### src/rtl/fetch_pkg.sv
// Shared types and constants for the IF-stage program-counter unit.
package fetch_pkg;

  typedef enum logic [1:0] {
    S_BOOT = 2'd0,
    S_RUN  = 2'd1,
    S_HALT = 2'd2
  } state_e;

  localparam int INST_BYTES_DEFAULT = 4;
  localparam int ALIGN_LSB = $clog2(INST_BYTES_DEFAULT);

endpackage

### src/rtl/pc_next_sel.sv
// Next-PC priority mux with redirect-target alignment mask and flag.
module pc_next_sel
  import fetch_pkg::*;
#(
  parameter int XLEN        = 32,
  parameter int INST_BYTES  = INST_BYTES_DEFAULT,
  parameter bit ALIGN_CHECK = 1'b1
) (
  input  state_e            i_state,
  input  logic [XLEN-1:0]   i_pc,
  input  logic              i_stall,
  input  logic              i_imem_ready,
  input  logic              i_halt,
  input  logic              i_redirect_valid,
  input  logic [XLEN-1:0]   i_redirect_pc,
  input  logic              i_trap_valid,
  input  logic [XLEN-1:0]   i_trap_pc,
  output logic [XLEN-1:0]   o_next_pc,
  output logic [XLEN-1:0]   o_pc_seq,
  output logic              o_misaligned
);

  logic [XLEN-1:0] w_step;
  logic [XLEN-1:0] w_mask;
  logic [XLEN-1:0] w_tgt;
  logic [XLEN-1:0] w_tgt_al;
  logic            w_load;
  logic            w_bad;
  logic            w_hold;

  assign w_step   = XLEN'(INST_BYTES);
  assign w_mask   = ~(w_step - 1'b1);
  assign o_pc_seq = i_pc + w_step;

  // Halting freezes the sequential step so the
  // held PC is re-fetched after resume.
  assign w_hold = i_stall | ~i_imem_ready | i_halt;

  always_comb begin
    w_tgt  = '0;
    w_load = 1'b0;
    unique case (i_state)
      S_RUN: begin
        if (i_trap_valid) begin
          w_tgt  = i_trap_pc;
          w_load = 1'b1;
        end else if (i_redirect_valid) begin
          w_tgt  = i_redirect_pc;
          w_load = 1'b1;
        end
      end
      S_HALT: begin
        if (i_trap_valid) begin
          w_tgt  = i_trap_pc;
          w_load = 1'b1;
        end
      end
      default: begin
        w_tgt  = '0;
        w_load = 1'b0;
      end
    endcase
  end

  assign w_tgt_al = ALIGN_CHECK ? (w_tgt & w_mask) : w_tgt;
  assign w_bad    = |(w_tgt & ~w_mask);

  always_comb begin
    o_next_pc = i_pc;
    if (w_load) begin
      o_next_pc = w_tgt_al;
    end else if (i_state == S_RUN && !w_hold) begin
      o_next_pc = o_pc_seq;
    end
  end

  assign o_misaligned = w_load & ALIGN_CHECK & w_bad;

endmodule

### src/rtl/pc_fetch_unit.sv
// IF-stage program counter: PC register, misalignment flag
// register and BOOT/RUN/HALT fetch FSM.
module pc_fetch_unit
  import fetch_pkg::*;
#(
  parameter int              XLEN         = 32,
  parameter logic [XLEN-1:0] RESET_VECTOR = '0,
  parameter int              INST_BYTES   = INST_BYTES_DEFAULT,
  parameter bit              ALIGN_CHECK  = 1'b1
) (
  input  logic            clk,
  input  logic            reset,
  input  logic            stall,
  input  logic            imem_ready,
  input  logic            redirect_valid,
  input  logic [XLEN-1:0] redirect_pc,
  input  logic            trap_valid,
  input  logic [XLEN-1:0] trap_pc,
  input  logic            halt,
  input  logic            resume,
  output logic [XLEN-1:0] pc_out,
  output logic [XLEN-1:0] pc_next_seq,
  output logic            fetch_valid,
  output logic            misaligned,
  output logic            halted
);

  state_e          r_state;
  logic [XLEN-1:0] r_pc;
  logic            r_mis;
  logic [XLEN-1:0] w_next_pc;
  logic            w_mis;

  pc_next_sel #(
    .XLEN        (XLEN),
    .INST_BYTES  (INST_BYTES),
    .ALIGN_CHECK (ALIGN_CHECK)
  ) u_sel (
    .i_state          (r_state),
    .i_pc             (r_pc),
    .i_stall          (stall),
    .i_imem_ready     (imem_ready),
    .i_halt           (halt),
    .i_redirect_valid (redirect_valid),
    .i_redirect_pc    (redirect_pc),
    .i_trap_valid     (trap_valid),
    .i_trap_pc        (trap_pc),
    .o_next_pc        (w_next_pc),
    .o_pc_seq         (pc_next_seq),
    .o_misaligned     (w_mis)
  );

  always_ff @(posedge clk) begin
    if (reset) begin
      r_state <= S_BOOT;
      r_pc    <= RESET_VECTOR;
      r_mis   <= 1'b0;
    end else begin
      r_pc  <= w_next_pc;
      r_mis <= w_mis;
      unique case (r_state)
        S_BOOT: r_state <= S_RUN;
        S_RUN: begin
          if (halt) r_state <= S_HALT;
        end
        S_HALT: begin
          if (trap_valid || resume) r_state <= S_RUN;
        end
        default: r_state <= S_BOOT;
      endcase
    end
  end

  assign pc_out      = r_pc;
  assign misaligned  = r_mis;
  assign fetch_valid = (r_state == S_RUN);
  assign halted      = (r_state == S_HALT);

endmodule

### config.mk
export PLATFORM = sky130hd
export DESIGN_NAME = pc_fetch_unit
export DESIGN_NICKNAME = d
export VERILOG_FILES = /design/src/rtl/fetch_pkg.sv /design/src/rtl/pc_next_sel.sv /design/src/rtl/pc_fetch_unit.sv
export SDC_FILE = /design/constraint.sdc
export NUM_CORES = 1
export LEC_CHECK = 0
export ABC_AREA = 1
export CORE_ASPECT_RATIO = 1.2
export CORE_MARGIN = 10
export CORE_UTILIZATION = 45
export CTS_BUF_LIST = sky130_fd_sc_hd__clkbuf_8
export CTS_CLUSTER_SIZE = 20
export DETAILED_ROUTE_END_ITERATION = 8
export PLACE_DENSITY = 0.89
export REMOVE_ABC_BUFFERS = 1
export SLEW_MARGIN = 30
export SYNTH_ARGS = -nofsm -noshare
export SYNTH_HDL_FRONTEND = slang
export SYNTH_SLANG_ARGS = --single-unit
### constraint.sdc
create_clock -name clk -period 3 [get_ports clk]
set_clock_uncertainty 0.15 [all_clocks]
set_input_delay 0.3 -clock clk [delete_from_list [all_inputs] [get_ports clk]]
set_output_delay 0.3 -clock clk [all_outputs]
set_load 0.01 [all_outputs]
==> results.cfg, run 1 <==
[synthesis]
synth_compound_area_frac = 0.1422
ys_ff_latch = 33
synth_cells = 481
syn_area_sq_um = 2825
synth-xor-area-share = 0.04650
synthMuxAreaShare = 0
synth-simple-area-share = 0.4212
ys_seq_area_frac = 0.2338
synth_top_family_by_area = simple AND/OR/NAND/NOR gates
yosys.cell_types.count = 33
syn_avg_cell_area_sq_um = 5.874
synth_adder_area_share = 0.02657
yosys_warnings = 0

[place]
numPortBuffers = 134
dp.cells = 684
hpwl_um = 8326
placed_cell_area_sq_um = 4194
gp_congestion = 0.9221

[pwr]
p_switching_mw = 0.8812
peakVddDrop_mv = 0.3377
combPwrFrac = 0.524
p_seq_frac = 0.297
switching_share = 0.4055
p_total_mw = 2.173
internal_power_mw = 1.292
p_clk_frac = 0.179
p_leak_nw = 1.689
p_per_area_nw_per_um2 = 505.9

[timing]
drv_slew = 0
period_minus_slack_ps = 2788
setup_violations = 0
slew_headroom = 0.5364
fin_crit_sh = 0.9292
finalHoldViolCount = 0
timing.fmax_ghz = 0.3587
grt_setup_unrepaired = no
tightest_slew_ps = 693.7
setup_tns_ps = 0

[global_route]
overflow = 0
grt_pass1_vias = 3600
antenna_found_initial = 0
grt_first_pass_wirelength_um = 16790
grt_max_degree = 33
grt_use_total = 0.2036

[setup_path]
worstRegToRegCells = 8
worstPathArrival_ps = 2340
r2r_end = pc_out[22]
setup.worst_path.class = flop to primary output
reg2reg_from = r_state[1]
regToRegSetupSlack_ps = 540
cp.required_ps = 2550
worstPathMaxFanout = 4
critPathLaunchType = flop
cp-end-kind = primary output

[cts]
numCtsBuffers = 5
postCtsSetupBuffers = 0
clockBufferDepth = 2
clkTransAtPathRegs_ps = 70
h-tree-depth = 2
ctsResizeCount = 0
clock-root-buffer = clkbuf_8
cts_tree = yes
holdBufCountCts = 0
clock_latency_ps = 300
cts_num_sinks = 33

[finish]
final_cell_area_sq_um = 4295
antennaDiodeCount = 0
utilization = 0.7099
fill_cells = 511
syn_to_final_growth_pct = 52.04
drive_gt1_frac = 0.07869
seq_area_sq_um = 660.6
multi_input_area_sq_um = 1813
stdcell_count = 692
nets = 687

[floorplanning]
die_h_um = 106.8
rows = 31
core_region_area_sq_um = 6051
ios = 139
die-width_um = 92.33
start_util = 0.4669
fp.dieArea_sq_um = 9860

[outcome]
outcome = finished clean

[worst_hold_path]
hp-class = flop to flop
worstHoldEndpoint = pc_out[6]
hp-start = pc_out[6]
hold_path_depth = 2

[route]
postRouteAntennaNets = 0
initialDrtViolationCount = 177
dr.pass1.iters = 4
drt-total-wl_um = 10390
routed_via_density = 5.023
avgRoutedWirePerCell_um = 15.02
remaining_drc_errors = 0
via_count = 3476

[run]
max_cap_viol_count = 0
stage by stage:
step           worst slack (ps)  hold slack, ps
6_report                  212.3           425.9
4_1_cts                   196.1           426.1
5_1_grt                   25.91           470.0
3_5_place_dp              408.3           412.8
3_3_place_gp              497.6           377.7
2_1_floorplan              1039           219.1
power by group through the flow:
stage	clock network [mW]	logic (mW)	registers (mW)
2_1_floorplan	0	0.530	0.657
3_3_place_gp	0	1.10	0.645
3_5_place_dp	0	1.13	0.652
4_1_cts	0.393	1.14	0.643
5_1_grt	0.405	1.25	0.659
6_report	0.388	1.14	0.646
logic make-up (layout without fill, tap and decap cells):
family / count (synthesis) / after routing
fa+ha+maj: 6 / 6
flops: 33 / 33
other cells: 1 / 4
simple gates: 269 / 269
buf+inv: 84 / 210
compound gates: 73 / 73
xor+xnor: 15 / 15
cells in the final DEF (no fill, tap or decap), types with 2 or more instances in the layout:
cell | Yosys | routed
nand2_1 | 164 | 164
clkdlybuf4s50_1 | 0 | 134
inv_1 | 60 | 60
nor2_1 | 42 | 42
dfxtp_1 | 33 | 33
a21oi_1 | 29 | 29
o21ai_0 | 22 | 22
nand3_1 | 19 | 19
xor2_1 | 15 | 15
or2_2 | 15 | 15
o22ai_1 | 15 | 15
nor2_4 | 7 | 7
clkbuf_8 | 0 | 7
nand3b_1 | 6 | 6
ha_1 | 6 | 6
nor2_2 | 5 | 5
buf_4 | 6 | 5
and2_1 | 4 | 4
conb_1 | 1 | 4
nand2_2 | 3 | 3
inv_2 | 2 | 2
o31ai_1 | 2 | 2
o211ai_1 | 2 | 2
worst max-delay path by stage:
stage                    start         endpoint  slack (ps)  cells past startpoint
finish               pc_out[3]  pc_next_seq[16]         210                      7
global route         pc_out[3]  pc_next_seq[12]          30                      7
CTS                  pc_out[2]  pc_next_seq[12]         200                      7
detailed placement  trap_valid       pc_out[22]         410                      8
global placement    trap_valid       pc_out[22]         500                      8
floorplan           r_state[1]       pc_out[19]        1040                      8
layer usage:
layer / global-route usage / routed length [um] / vias to the layer above
met5: 0 / 0 / -
met4: 0.07174 / 150 / 0
met3: 0.08095 / 1066 / 12
met2: 0.3692 / 5216 / 147
met1: 0.2063 / 3960 / 1565
li1: - / - / 1752
cell usage after synthesis:
| library cell | instances | area share |
|---|---|---|
| nand2_2 | 3 | 0.0066 |
| conb_1 | 1 | 0.0013 |
| and2_1 | 4 | 0.0089 |
| a21oi_1 | 29 | 0.051 |
| buf_6 | 2 | 0.0080 |
| o21bai_2 | 1 | 0.0040 |
| nor3_1 | 1 | 0.0018 |
| nand4_1 | 1 | 0.0022 |
| buf_4 | 6 | 0.016 |
| inv_2 | 2 | 0.0027 |
| o31ai_1 | 2 | 0.0053 |
| ha_1 | 6 | 0.027 |
| o22ai_1 | 15 | 0.033 |
| nor4_1 | 1 | 0.0022 |
| nand3b_1 | 6 | 0.016 |
| inv_4 | 1 | 0.0022 |
| buf_1 | 1 | 0.0013 |
| o211ai_1 | 2 | 0.0053 |
| or2_2 | 15 | 0.033 |
| nand2_4 | 1 | 0.0040 |
| nand2_1 | 164 | 0.22 |
| buf_2 | 6 | 0.011 |
| nor2_1 | 42 | 0.056 |
| dfxtp_1 | 33 | 0.23 |
| a31oi_1 | 1 | 0.0022 |
| o21ai_0 | 22 | 0.039 |
| nor2_2 | 5 | 0.011 |
| nor2_4 | 7 | 0.028 |
| o21ai_1 | 1 | 0.0018 |
| xor2_1 | 15 | 0.047 |
| nand3_1 | 19 | 0.034 |
| clkbuf_1 | 6 | 0.0080 |
| inv_1 | 60 | 0.080 |
critical path, stage by stage (launching register included):
cell	delay, ps
dfxtp_1	400
ha_1	220
nand2_1	110
nor2_4	140
nand2_1	150
nor2_2	200
xor2_1	210
clkdlybuf4s50_1	600
flip-flops by register name (all words and copies together) (netlist names):
register	cells
r_state	2
misaligned	1
pc_out	30
final cells by class:
type | count | share of cell area
well taps | 82 | 0.02389
clock buffers | 7 | 0.02243
multi-input cells | 367 | 0.4221
inverters | 63 | 0.05564
repair buffers | 139 | 0.3210
flip-flops and latches | 33 | 0.1538
clock inverters | 1 | 0.001165
(Power assumes the default switching activity.)
==> inputs of run 2 (changes only) <==
- CORE_MARGIN: 10 -> default
==> results.cfg, run 2 (synthesis gave the netlist of run 1 again) <==
[cts]
cts_num_sinks = 33
clock-root-buffer = clkbuf_8
numCtsBuffers = 5
clockBufferDepth = 2
holdBufCountCts = 0
cts_tree = yes
clock_latency_ps = 290
clkTransAtPathRegs_ps = 70
postCtsSetupBuffers = 0
h-tree-depth = 2
ctsResizeCount = 0

[outcome]
outcome = finished clean

[global_route]
grt_use_total = 0.2811
grt_first_pass_wirelength_um = 14430
grt_max_degree = 32
grt_pass1_vias = 3310
antenna_found_initial = 0
overflow = 0

[setup_path]
reg2reg_from = r_state[0]
max_stage_delay_ps = 600
slowest_stage = clkdlybuf4s50_1
critPathLaunchType = flop
cpMostUsedCell = nand2_1
worstPathMaxFanout = 4
path_cells = ha_1 -> nand2_1 -> nor2_4 -> nand2_1 -> nor2_2 -> xor2_1 -> clkdlybuf4s50_1
crit_cells = 7
crit_start = pc_out[2]
setup.worst_path.class = flop to primary output
timing.critical_path.buf_inv = 1
worstPathArrival_ps = 2300
cp-end-kind = primary output
cp.required_ps = 2550
crit_family = buffers and inverters
worstRegToRegCells = 11

[timing]
slew_headroom = 0.5121
timing.fmax_ghz = 0.3639
hold_slack_ps = 413.5
tightest_slew_ps = 730.1
period_minus_slack_ps = 2748
setup_tns_ps = 0
grt_setup_unrepaired = no
finalHoldViolCount = 0
drv_slew = 0
fin_crit_sh = 0.9159
setup_violations = 0

[route]
remaining_drc_errors = 0
via_count = 3468
avgRoutedWirePerCell_um = 13.07
dr.pass1.iters = 5
initialDrtViolationCount = 202
drt-total-wl_um = 9046
routed_via_density = 5.012
postRouteAntennaNets = 0

[finish]
final_cell_mix = nand2_1 (164), clkdlybuf4s50_1 (134), inv_1 (63)
multi_input_area_sq_um = 1813
fill_cells = 529
nets = 687
layout_commonest_cell = nand2_1
syn_to_final_growth_pct = 51.28
utilization = 0.7064
antennaDiodeCount = 0
largest_reg_flops = 30
drive_gt1_frac = 0.07377
seq_area_sq_um = 660.6
stdcell_count = 692

[floorplanning]
die-width_um = 74.33
ios = 139
rows = 31
core_region_area_sq_um = 6051
start_util = 0.4669
fp.dieArea_sq_um = 6600
die_h_um = 88.80

[run]
max_cap_viol_count = 0

[place]
numPortBuffers = 134
dp.cells = 684
gp_congestion = 0.9111
hpwl_um = 6974

[pwr]
p_per_area_nw_per_um2 = 489.5
p_leak_nw = 1.687
peakVddDrop_mv = 0.3509

[worst_hold_path]
hp-start = r_state[1]
hp-class = flop to flop
hold_path_depth = 2
==> run 2: cell types whose count changed in the layout (fill, tap and decap cells not counted), sizes merged <==
cell    change
clkbuf      -2
clkinv      -1
inv         +3
==> run 2: area by class of cell <==
| type | count | share of cell area |
|---|---|---|
| inverters | 63 | 0.05591 |
| well taps | 82 | 0.02400 |
| clock inverters | 3 | 0.002635 |
| repair buffers | 139 | 0.3226 |
| flip-flops and latches | 33 | 0.1546 |
| clock buffers | 5 | 0.01610 |
| multi-input cells | 367 | 0.4242 |
==> run 2: worst paths after layout <==
path,slack (ps),to
hold reg to reg,410,r_state[1]
setup / recovery,250,pc_next_seq[16]
setup reg to reg,570,pc_out[3]
hold / removal,410,r_state[1]
==> run 2: where the power goes <==
part / total, mW / switching [mW] / leakage (nW) / internal (mW)
Sequential: 0.646 / 0.120 / 0.268 / 0.526
Combinational: 1.12 / 0.562 / 1.37 / 0.557
Clock: 0.326 / 0.172 / 0.0519 / 0.155
Total: 2.09 / 0.854 / 1.69 / 1.24
==> run 2: worst reg2reg max path: stages, from the launching register on <==
cell and delay (ps):
dfxtp_1 390, inv_1 100, ha_1 300, inv_1 60
nor2_1 60, nand2_4 240, inv_4 140, nor2_4 590
nand2_1 130, nand3_1 130, nand2_1 60, inv_1 50
==> run 2: stage by stage <==
step	cell area, sq um	setup slack [ps]	total power, mW
3_3_place_gp	4194	411.8	1.733
2_1_floorplan	2713	1039	1.187
3_5_place_dp	4194	268.8	1.760
5_1_grt	4274	106.0	2.238
4_1_cts	4274	260.0	2.088
6_report	4274	252.3	2.092
==> run 2: per-layer routing <==
layer | part of all wire | track usage | vias up
met2 | 0.50 | 0.5182 | 135
met4 | 0.011 | 0.09949 | 0
met5 | 0 | 0 | -
li1 | - | - | 1751
met3 | 0.072 | 0.06606 | 11
met1 | 0.41 | 0.3110 | 1571
==> inputs of run 3 (changes only) <==
- CELL_PAD_IN_SITES_DETAIL_PLACEMENT: default -> 1
- CELL_PAD_IN_SITES_GLOBAL_PLACEMENT: default -> 1
- CORE_UTILIZATION: 45 -> 29
==> results.cfg, run 3 (synthesis gave the netlist of run 1 again) <==
[place]
dp.cells = 728
numPortBuffers = 134
gp_congestion = 0.8993
hpwl_um = 8698
placed_cell_area_sq_um = 4268

[pwr]
internal_power_mw = 1.302
p_switching_mw = 0.8944
combPwrFrac = 0.524
p_per_area_nw_per_um2 = 502.8
peakVddDrop_mv = 0.1896
p_leak_nw = 1.704
switching_share = 0.4072
p_seq_frac = 0.295
p_clk_frac = 0.180

[route]
postRouteAntennaNets = 0
remaining_drc_errors = 0
dr.pass1.iters = 4
routed_via_density = 4.822
avgRoutedWirePerCell_um = 14.67
drt-total-wl_um = 10800
via_count = 3549
initialDrtViolationCount = 78

[setup_path]
critPathLaunchType = flop
worstPathMaxFanout = 4
setup.worst_path.class = flop to primary output
cp.required_ps = 2550
worstPathArrival_ps = 2330
cp-end-kind = primary output

[cts]
postCtsSetupBuffers = 0
clkTransAtPathRegs_ps = 70
holdBufCountCts = 0
h-tree-depth = 2
cts_num_sinks = 33
ctsResizeCount = 0
clockBufferDepth = 2
numCtsBuffers = 5
cts_tree = yes
clock_latency_ps = 290
clock-root-buffer = clkbuf_8

[global_route]
overflow = 0
grt_max_degree = 32
grt_use_total = 0.2173
grt_first_pass_wirelength_um = 17430
grt_pass1_vias = 3833
antenna_found_initial = 0

[floorplanning]
die-width_um = 92.10
fp.dieArea_sq_um = 10140
die_h_um = 110.1
rows = 39
core_region_area_sq_um = 9515
ios = 139
start_util = 0.2969

[timing]
timing.fmax_ghz = 0.3604
grt_setup_unrepaired = no
setup_violations = 0
setup_tns_ps = 0
finalHoldViolCount = 0
period_minus_slack_ps = 2775
fin_crit_sh = 0.9250
drv_slew = 0

[finish]
largest_reg_flops = 30
antennaDiodeCount = 0
nets = 690
final_cell_area_sq_um = 4369
final_cell_mix = nand2_1 (164), clkdlybuf4s50_1 (134), inv_1 (60)
stdcell_count = 736
drive_gt1_frac = 0.08320
layout_commonest_cell = nand2_1
syn_to_final_growth_pct = 54.65
utilization = 0.4592

[run]
max_cap_viol_count = 0

[outcome]
outcome = finished clean

[worst_hold_path]
hp-class = flop to flop
==> run 3: cell count changes in the layout (fill, tap and decap cells not counted) <==
cell	before	now
clkinv_2	0	1
buf_4	5	8
clkbuf_8	5	7
inv_1	63	60
==> run 3: area by class of cell <==
cell class,instances,area (sq um)
multi-input cells,367,1813
clock buffers,7,96.34
fillers,1286,5146
repair buffers,142,1401
clock inverters,1,5.005
well taps,123,153.9
inverters,63,239.0
flip-flops and latches,33,660.6
==> run 3: final timing paths <==
kind | depth (start not counted) | slack [ps] | to | from
max reg2reg | 10 | 800 | pc_out[22] | r_state[0]
max | 7 | 220 | pc_next_seq[16] | pc_out[3]
min reg2reg | 2 | 420 | r_state[0] | r_state[0]
min | 2 | 420 | r_state[0] | r_state[0]
==> run 3: routing by layer <==
metal / track usage / part of all wire / vias up
met1: 0.2251 / 0.40 / 1657
met2: 0.4307 / 0.52 / 120
met5: 0 / 0 / -
li1: - / - / 1751
met3: 0.04664 / 0.060 / 21
met4: 0.07366 / 0.019 / 0
==> run 3: power by group through the flow <==
stage | Sequential [mW] | Clock (mW) | Combinational, mW
after global placement | 0.652 | 0 | 1.12
after floorplan | 0.657 | 0 | 0.530
after detailed placement | 0.659 | 0 | 1.15
after global routing | 0.664 | 0.417 | 1.27
after CTS | 0.649 | 0.393 | 1.16
final | 0.649 | 0.396 | 1.15
==> run 3: stage by stage <==
step                      hold WS, ps  setup slack, ps  power, mW
after floorplan                 219.1             1039      1.187
after global placement          376.8            602.0      1.769
after detailed placement        410.4            491.4      1.813
after CTS                       420.9            220.5      2.204
after global routing            463.9            91.45      2.347
final                           423.6            225.0      2.197
==> run 3: critical path: stages, from the launching register on <==
cell and delay (ps):
dfxtp_1 390, ha_1 210, nand2_1 100, nor2_4 140, nand2_1 140, nor2_2 210, xor2_1 250, clkdlybuf4s50_1 590
